--- config.mk ---
export PLATFORM = sky130hd
export DESIGN_NAME = cpa_chunked
export DESIGN_NICKNAME = d
export VERILOG_FILES = /design/src/rtl/cpa_chunked_pkg.sv /design/src/rtl/cpa_chunk_adder.sv /design/src/rtl/cpa_chunked.sv
export SDC_FILE = /design/constraint.sdc
export NUM_CORES = 1
export LEC_CHECK = 0
export CORE_MARGIN = 3
export CORE_UTILIZATION = 45
export DETAILED_ROUTE_END_ITERATION = 7
export HOLD_SLACK_MARGIN = 0.1
export PLACE_DENSITY = 0.73
export SYNTH_ARGS = -nofsm -noshare
export SYNTH_HDL_FRONTEND = slang
export SYNTH_HIERARCHICAL = 1
export SYNTH_SLANG_ARGS = --single-unit
--- constraint.sdc ---
create_clock -name clk -period 3.8 [get_ports clk]
set_input_delay 1.14 -clock clk [delete_from_list [all_inputs] [get_ports clk]]
set_output_delay 1.14 -clock clk [all_outputs]
set_load 0.05 [all_outputs]
--- src/rtl/cpa_chunked_pkg.sv ---
// Shared types and sizing helpers for the chunked carry-propagate adder.
package cpa_pkg;

    localparam int WIDTH_DEF = 16;
    localparam int CHUNK_DEF = 4;

    typedef enum logic [1:0] {
        IDLE,
        ADD,
        DONE
    } state_t;

    function automatic int nchunk(input int width, input int chunk);
        return width / chunk;
    endfunction

    function automatic int idx_bits(input int width, input int chunk);
        int n;
        n = width / chunk;
        return (n > 1) ? $clog2(n) : 1;
    endfunction

endpackage

--- src/rtl/cpa_chunk_adder.sv ---
// CHUNK-bit ripple of full-adder counters, plus the 3:2 counter cell itself.
module counter_3_2 (
    input  logic a,
    input  logic b,
    input  logic c,
    output logic s,
    output logic co
);

    assign s  = a ^ b ^ c;
    assign co = (a & b) | (a & c) | (b & c);

endmodule

module cpa_chunk_adder #(
    parameter int CHUNK = 4
) (
    input  logic [CHUNK-1:0] a,
    input  logic [CHUNK-1:0] b,
    input  logic             ci,
    output logic [CHUNK-1:0] s,
    output logic             co
);

    logic [CHUNK:0] c;

    assign c[0] = ci;
    assign co   = c[CHUNK];

    for (genvar g = 0; g < CHUNK; g++) begin : g_bit
        counter_3_2 u_cnt (
            .a  (a[g]),
            .b  (b[g]),
            .c  (c[g]),
            .s  (s[g]),
            .co (c[g+1])
        );
    end

endmodule

--- src/rtl/cpa_chunked.sv ---
// Multi-cycle carry-propagate adder resolving CHUNK bits per cycle.
// Optional accumulator third addend: define CPA_CHUNKED_ACCUM_EN.
module cpa_chunked
    import cpa_pkg::*;
#(
    parameter int WIDTH = WIDTH_DEF,
    parameter int CHUNK = CHUNK_DEF
) (
    input  logic             clk,
    input  logic             rst,
    input  logic             in_valid,
    output logic             in_ready,
    input  logic [WIDTH-1:0] in_sum,
    input  logic [WIDTH-1:0] in_carry,
`ifdef CPA_CHUNKED_ACCUM_EN
    input  logic             in_acc,
`endif
    output logic             out_valid,
    input  logic             out_ready,
    output logic [WIDTH:0]   out_result
);

    localparam int NCHUNK = nchunk(WIDTH, CHUNK);
    localparam int IW     = idx_bits(WIDTH, CHUNK);

    state_t           state;
    logic [IW-1:0]    idx;
    logic             carry;
    logic [WIDTH-1:0] op_a;
    logic [WIDTH-1:0] op_b;
    logic             op_top;
    logic [WIDTH:0]   result;

    logic [WIDTH-1:0] cap_a;
    logic [WIDTH-1:0] cap_b;
    logic             cap_top;

`ifdef CPA_CHUNKED_ACCUM_EN
    logic [WIDTH:0]   acc;
    logic [WIDTH-1:0] acc_row;
    logic [WIDTH-1:0] row_s;
    logic [WIDTH-1:0] row_c;

    assign acc_row = in_acc ? acc[WIDTH-1:0] : '0;

    for (genvar g = 0; g < WIDTH; g++) begin : g_row
        counter_3_2 u_row (
            .a  (in_sum[g]),
            .b  (in_carry[g]),
            .c  (acc_row[g]),
            .s  (row_s[g]),
            .co (row_c[g])
        );
    end

    // Top carry-row bit lands at weight 2^WIDTH, folded in at the last chunk.
    assign cap_a   = row_s;
    assign cap_b   = {row_c[WIDTH-2:0], 1'b0};
    assign cap_top = row_c[WIDTH-1];
`else
    assign cap_a   = in_sum;
    assign cap_b   = in_carry;
    assign cap_top = 1'b0;
`endif

    logic [CHUNK-1:0] a_ch;
    logic [CHUNK-1:0] b_ch;
    logic [CHUNK-1:0] s_ch;
    logic             co_ch;

    always_comb begin
        a_ch = '0;
        b_ch = '0;
        for (int k = 0; k < NCHUNK; k++) begin
            if (idx == IW'(k)) begin
                a_ch = op_a[k*CHUNK +: CHUNK];
                b_ch = op_b[k*CHUNK +: CHUNK];
            end
        end
    end

    cpa_chunk_adder #(
        .CHUNK (CHUNK)
    ) u_add (
        .a  (a_ch),
        .b  (b_ch),
        .ci (carry),
        .s  (s_ch),
        .co (co_ch)
    );

    assign in_ready   = (state == IDLE) && !rst;
    assign out_result = result;

    always_ff @(posedge clk) begin
        if (rst) begin
            state     <= IDLE;
            idx       <= '0;
            carry     <= 1'b0;
            result    <= '0;
            out_valid <= 1'b0;
            op_a      <= '0;
            op_b      <= '0;
            op_top    <= 1'b0;
`ifdef CPA_CHUNKED_ACCUM_EN
            acc       <= '0;
`endif
        end else begin
            case (state)
                IDLE: begin
                    if (in_valid) begin
                        op_a   <= cap_a;
                        op_b   <= cap_b;
                        op_top <= cap_top;
                        idx    <= '0;
                        carry  <= 1'b0;
                        state  <= ADD;
                    end
                end
                ADD: begin
                    for (int k = 0; k < NCHUNK; k++) begin
                        if (idx == IW'(k)) begin
                            result[k*CHUNK +: CHUNK] <= s_ch;
                        end
                    end
                    carry <= co_ch;
                    idx   <= idx + 1'b1;
                    if (idx == IW'(NCHUNK - 1)) begin
                        result[WIDTH] <= co_ch ^ op_top;
                        out_valid     <= 1'b1;
                        state         <= DONE;
                    end
                end
                DONE: begin
                    if (out_ready) begin
                        out_valid <= 1'b0;
                        state     <= IDLE;
`ifdef CPA_CHUNKED_ACCUM_EN
                        acc       <= result;
`endif
                    end
                end
                default: begin
                    state     <= IDLE;
                    out_valid <= 1'b0;
                end
            endcase
        end
    end

endmodule

==> Word level (Yosys, flattened, before mapping) <==
Index checks and enable logic that the tools add are counted.
{ "totals": {"rom_bits": 0, "input_bits": 36, "latchBits": 0, "n_memories": 0, "ff_bits": 55, "ram_bits": 0} }
{ "op_classes": {"bitwise_logic": 29, "n_lt_le_gt_ge": 0, "n_mux": 19, "eq_ne": 8, "n_addsub": 1, "n_reduce_logical": 13, "shift": 0, "multipliers": 0, "div": 0} }
{ "ops": {"columns": ["op", "n"], "rows": [
  ["$mux W4", 8],
  ["$and A1 B1 Y1", 12],
  ["$reduce_and A2 Y1", 6],
  ["$mux W2", 4],
  ["$or A1 B1 Y1", 8],
  ["$xor A1 B1 Y1", 8],
  ["$eq A2 B2 Y1 const B", 3],
  ["$ne A2 B2 Y1 const B", 3],
  ["$pmux W2 S3", 1],
  ["$reduce_and A3 Y1", 2],
  ["$eq A2 B1 Y1 const B", 2],
  ["$logic_not A2 Y1", 2],
  ["$pmux W2 S2", 1],
  ["$mux W1", 3],
  ["$pmux W1 S3", 1],
  ["$add A2 B1 Y2 const B", 1],
  ["$pmux W1 S2", 1],
  ["$reduce_bool A2 Y1", 1],
  ["$logic_and A1 B1 Y1", 1],
  ["$logic_not A1 Y1", 1],
  ["$not A1 Y1", 1]
]} }

==> Depth between registers and ports, before layout <==
{ "depth": {"depth_word": 18, "mapped_depth": 12} }

==> Hierarchy <==
The synthesis kept the hierarchy.
{ "by_module_without_submodules": {"columns": ["mod", "seq_area_each_um2", "cells_per_inst", "area_per_inst_um2", "instances"], "rows": [
  ["cpa_chunked", 1101.1, 295, 2326.0, 1],
  ["counter_3_2", 0.0, 1, 20.0, 4]
]} }

==> Worst setup path before layout <==
No wires, ideal clock.
{ "synth_path": {"kind": "input to output", "startpoint": "in rst", "endpoint": "out in_ready", "arrival_ns": 2.374, "setup_slack_ns": 0.286, "cell_stages": 2, "n_path_buf": 1, "required_time_ns": 2.660, "path_cell_list": "clkbuf_1 nor3_1"} }
{ "synth_via": {"elab_chain_len": 2} }
{ "synth_rtl": {"columns": ["item", "line", "source"], "rows": [
  ["start: declaration", "cpa_chunked.sv:10", "input logic rst,"],
  ["$logic_not A1 Y1", "cpa_chunked.sv:92", "assign in_ready = (state == IDLE) && !rst;"],
  ["$logic_and A1 B1 Y1", "cpa_chunked.sv:92", null],
  ["end: declaration", "cpa_chunked.sv:12", "output logic in_ready,"]
]} }
Every way passes these cells.

==> Worst setup path in the final report <==
{ "layout_path": {"startpoint": "reg idx[0]", "endpoint": "reg result[3] (netlist: out_result[3])"} }
{ "layout_via": {"elab_chain_len": 15} }
{ "layout_rtl": {"columns": ["item", "line", "source"], "rows": [
  ["start: declaration", "cpa_chunked.sv:27", "logic [IW-1:0] idx;"],
  ["start signal: assignment", "cpa_chunked.sv:127", "idx <= idx + 1'b1;"],
  ["$logic_not A2 Y1", "cpa_chunked.sv:75", "if (idx == IW'(k)) begin"],
  ["$mux W4 (3 in series)", "cpa_chunked.sv:75", null],
  ["$mux W4 (*)", "cpa_chunked.sv:75", null],
  ["net b_ch[0]", "cpa_chunked.sv:67", "logic [CHUNK-1:0] b_ch;"],
  ["$and A1 B1 Y1", "cpa_chunk_adder.sv:11", "assign co = (a & b) | (a & c) | (b & c);"],
  ["$or A1 B1 Y1", "cpa_chunk_adder.sv:11", null],
  ["$or A1 B1 Y1 (*)", "cpa_chunk_adder.sv:11", null],
  ["net u_add.c[1]", "cpa_chunk_adder.sv:25", "logic [CHUNK:0] c;"],
  ["[2 not listed]", null, null],
  ["$or A1 B1 Y1 (*)", "cpa_chunk_adder.sv:11", null],
  ["net u_add.c[2]", "cpa_chunk_adder.sv:25", null],
  ["$and A1 B1 Y1", "cpa_chunk_adder.sv:11", null],
  ["$or A1 B1 Y1", "cpa_chunk_adder.sv:11", null],
  ["$or A1 B1 Y1 (*)", "cpa_chunk_adder.sv:11", null],
  ["net u_add.c[3]", "cpa_chunk_adder.sv:25", null],
  ["$xor A1 B1 Y1 (*)", "cpa_chunk_adder.sv:10", "assign s = a ^ b ^ c;"],
  ["net s_ch[3]", "cpa_chunked.sv:68", "logic [CHUNK-1:0] s_ch;"],
  ["end signal: indexed assignment", "cpa_chunked.sv:123", "result[k*CHUNK +: CHUNK] <= s_ch;"],
  ["end signal: indexed assignment", "cpa_chunked.sv:129", "result[WIDTH] <= co_ch ^ op_top;"],
  ["end: declaration", "cpa_chunked.sv:32", "logic [WIDTH:0] result;"]
]} }
Mark *: on every way through the listed nets, which the timed path passes. The rest lies on a longest branch.
A chain may end at the register's enable or synchronous reset.

==> impl_metrics.tcl <==
set metrics [dict create \
    worstPathRequired_ns 4.04 \
    dpl-instance-area_sq_mm 0.00295 \
    start_util_pct 48.7 \
    maxSlewViolCount 0 \
    drive_gt1_share_pct 6.38 \
    clock_tree.htree_level_count 2 \
    timing_worst_setup_path_type "reg2reg" \
    wirelength_um 5520 \
    worst_path_largest_cell_delay_ns 0.57 \
    worstRegToRegCells 11 \
    detailedRoute.firstIterationViolations 209 \
    clock-sinks 55 \
    fmax_mhz 287 \
    critical-path-slowest-cell "fa_1" \
    synth.distinct_cells 25 \
    clock_insertion_delay_worst_skew_ns 0.31 \
    fin_nets 388 \
    grt_use_total_pct 18.4 \
    outcome "finished clean" \
    final-setup-viol-count 0 \
    ctsLongestPathBuffers 2 \
    core.rowCount 25 \
    final.setup.tns_ns 0 \
    timing.reg2reg.setup_slack_ns 0.32 \
    die_height_um 79.1 \
    syn_warnings 6 \
    insertedDiodeCount 0 \
    routed-via-count 2127 \
    worst_pin_slew_ns 1.04 \
    power_density_mw_per_mm2 372 \
    detailed_place_hpwl_um 3930 \
    worst_ir_drop_vdd_mv 0.258 \
    startpoint_type_of_the_worst_setup_path "flop" \
    cp-end-kind "flop" \
    gate_count_of_the_mapped_netlist 299 \
    place.gp.congestion 0.834 \
    p_total_mw 1.13 \
    final.setup_skew_ns 0.0136 \
    grt_max_degree 56 \
    numCtsBuffers 5 \
    crit_top_cell "fa_1" \
    drc_errors 0 \
    final_antenna_net_count 0 \
    postSynthNetCount 343 \
    critPathArrivalTime_ns 3.72 \
    yosys.area.top_type "dfxtp_1" \
    cp_cell_sequence "inv_1 -> ha_1 -> or3b_2 -> o21ai_0 -> a31oi_1 -> fa_1 -> fa_1 -> fa_1 -> fa_1 -> nand3_1 -> a21oi_1" \
    io_buffers 54 \
    final_hold_viol_count 0 \
    core_sq_mm 0.00494 \
    n_fill_cell 500 \
    post_drt_via_cell_ratio 5.16 \
    post-cts-setup-buffer-count 0 \
    post_synthesis_instance_area_sq_mm 0.00241 \
    max-slew-margin-rel_pct 30.8 \
    placement.setup.worst_slack_ns 0.383 \
    crit-reg2reg-capture "out_result[3]" \
    period_needed_ns 3.48 \
    drtPass1Iterations 4 \
    postCtsResizedCells 0 \
    final_cycle_share_pct 91.6 \
    gr-total-overflow 0 \
    cts_clock_pin_slew_for_the_worst_setup_and_hold_paths_ns 0.10 \
    critical_path.max_fanout 8 \
    io-pin-count 55 \
    die_w_um 79.1 \
    post_cts_hold_buffer_count 0 \
    grt_first_pass_wirelength_um 9180 \
    cts-root-buf "clkbuf_8" \
    max_cap_viol_count 0 \
    post_drt_wl_per_cell_um 13.4 \
    leakage_nw 1.07 \
    synth_area_leaders "dfxtp_1 (46%), nand2_1 (14%), a21oi_1 (11%)" \
    area_growth_pct 26.5 \
    die-area_sq_mm 0.00626 \
    tritoncts "done" \
    timing.rr.start "idx[0]" \
    timing.final.ws_setup_ns 0.318 \
    rsz0062_at_grt "false" \
    synth.top_cell.area_share_pct 45.8 \
    postSynthRegisterBits 55 \
    grt_pass1_vias 1965 \
    grt_antenna_before_repair 0 \
    postSynthAreaPerCell_sq_um 8.05 \
    yosysSeqAreaShare_pct 45.8 \
    min-delay-path-class "reg2reg" \
    final_cell_area_sq_mm 0.00304 \
    crit_end "out_result[3]" \
    cp-startpoint "idx[0]" \
]
==> state kept, by name, indices dropped and copies added, names as in the netlist <==
| register | cells |
|---|---|
| out_result | 17 |
| op_a | 16 |
| op_b | 16 |
| idx | 2 |
| state | 2 |
| carry | 1 |
| out_valid | 1 |
==> worst min-delay path by stage <==
stage,startpoint,endpoint,slack [ns],depth (start not counted)
2_1_floorplan,op_a[11],op_a[11],0.43,2
3_3_place_gp,out_result[10],out_result[10],0.44,2
3_5_place_dp,out_result[5],out_result[5],0.45,2
4_1_cts,out_result[5],out_result[5],0.46,2
5_1_grt,op_b[2],op_b[2],0.48,2
6_report,out_result[5],out_result[5],0.46,2
==> stage by stage <==
stage               hold WS (ns)  utilization [%]  std cells
finish                     0.458             61.6        412
global placement           0.443             59.7        404
global route               0.482             61.6        412
detailed placement         0.447             59.7        404
floorplan                  0.432                -        299
CTS                        0.460             61.6        412
==> routing by layer <==
| metal | track usage (%) | part of all wire, % | wire length [um] |
|---|---|---|---|
| met5 | 0 | 0 | 0 |
| met4 | 8.42 | 1.9 | 103 |
| met3 | 3.97 | 5.1 | 279 |
| met2 | 27.3 | 43 | 2390 |
| met1 | 25.6 | 50 | 2750 |
==> cell type report <==
type                            instances  area (sq um)  share of cell area [%]
Clock buffer                            5          68.8                    2.26
Clock inverter                          3          25.0                   0.822
Inverter                                3          11.3                   0.370
Multi-Input combinational cell        219          1170                    38.6
Sequential cell                        55          1100                    36.2
Tap cell                               67          83.8                    2.75
Timing Repair Buffer                   60           578                    19.0
==> power by group <==
| part | internal (mW) | total (mW) | switching [mW] |
|---|---|---|---|
| clock | 0.132 | 0.324 | 0.192 |
| sequential | 0.602 | 0.620 | 0.0180 |
| combinational | 0.0827 | 0.187 | 0.104 |
| total | 0.817 | 1.13 | 0.315 |
==> layout by cell type, fill, tap and decap left out, drive strengths merged, types with 4 or more instances in the layout <==
| master | n |
|---|---|
| dfxtp | 55 |
| nor2 | 5 |
| clkbuf | 5 |
| o21ai | 9 |
| nand3 | 17 |
| or3b | 9 |
| a31oi | 8 |
| nand2 | 91 |
| buf | 8 |
| clkdlybuf4s50 | 52 |
| a21oi | 51 |
| ha | 4 |
| fa | 4 |
| nand3b | 12 |
==> worst max-delay path: cells and delay by family (launching register included) <==
| kind | cells | cell delay [ns] |
|---|---|---|
| AOI/OAI and AO/OA | 3 | 0.32 |
| adders and majority gates | 5 | 2.08 |
| buffers and inverters | 1 | 0.09 |
| DFF | 1 | 0.36 |
| and+or+nand+nor | 2 | 0.56 |
==> logic make-up after synthesis <==
group / Yosys count / synth area share, %
compound gates: 71 / 15.5
fa+ha+maj: 8 / 5.41
buf+inv: 25 / 5.67
flops: 55 / 45.8
mux: 2 / 0.832
simple gates: 138 / 26.8
==> cells in the mapped netlist (all sizes together) <==
master and number:
a31oi 8, or3b 9, nand3 17, fa 4
clkbuf 9, nor3b 1, a21oi 51, nand3b 12
ha 4, buf 13, nor2b 1, a22oi 2
nor2 5, dfxtp 55, nand2 91, nor3 2
o21ai 9, o21bai 1, mux2i 2, inv 3
Power figures use the tool's default switching activity.
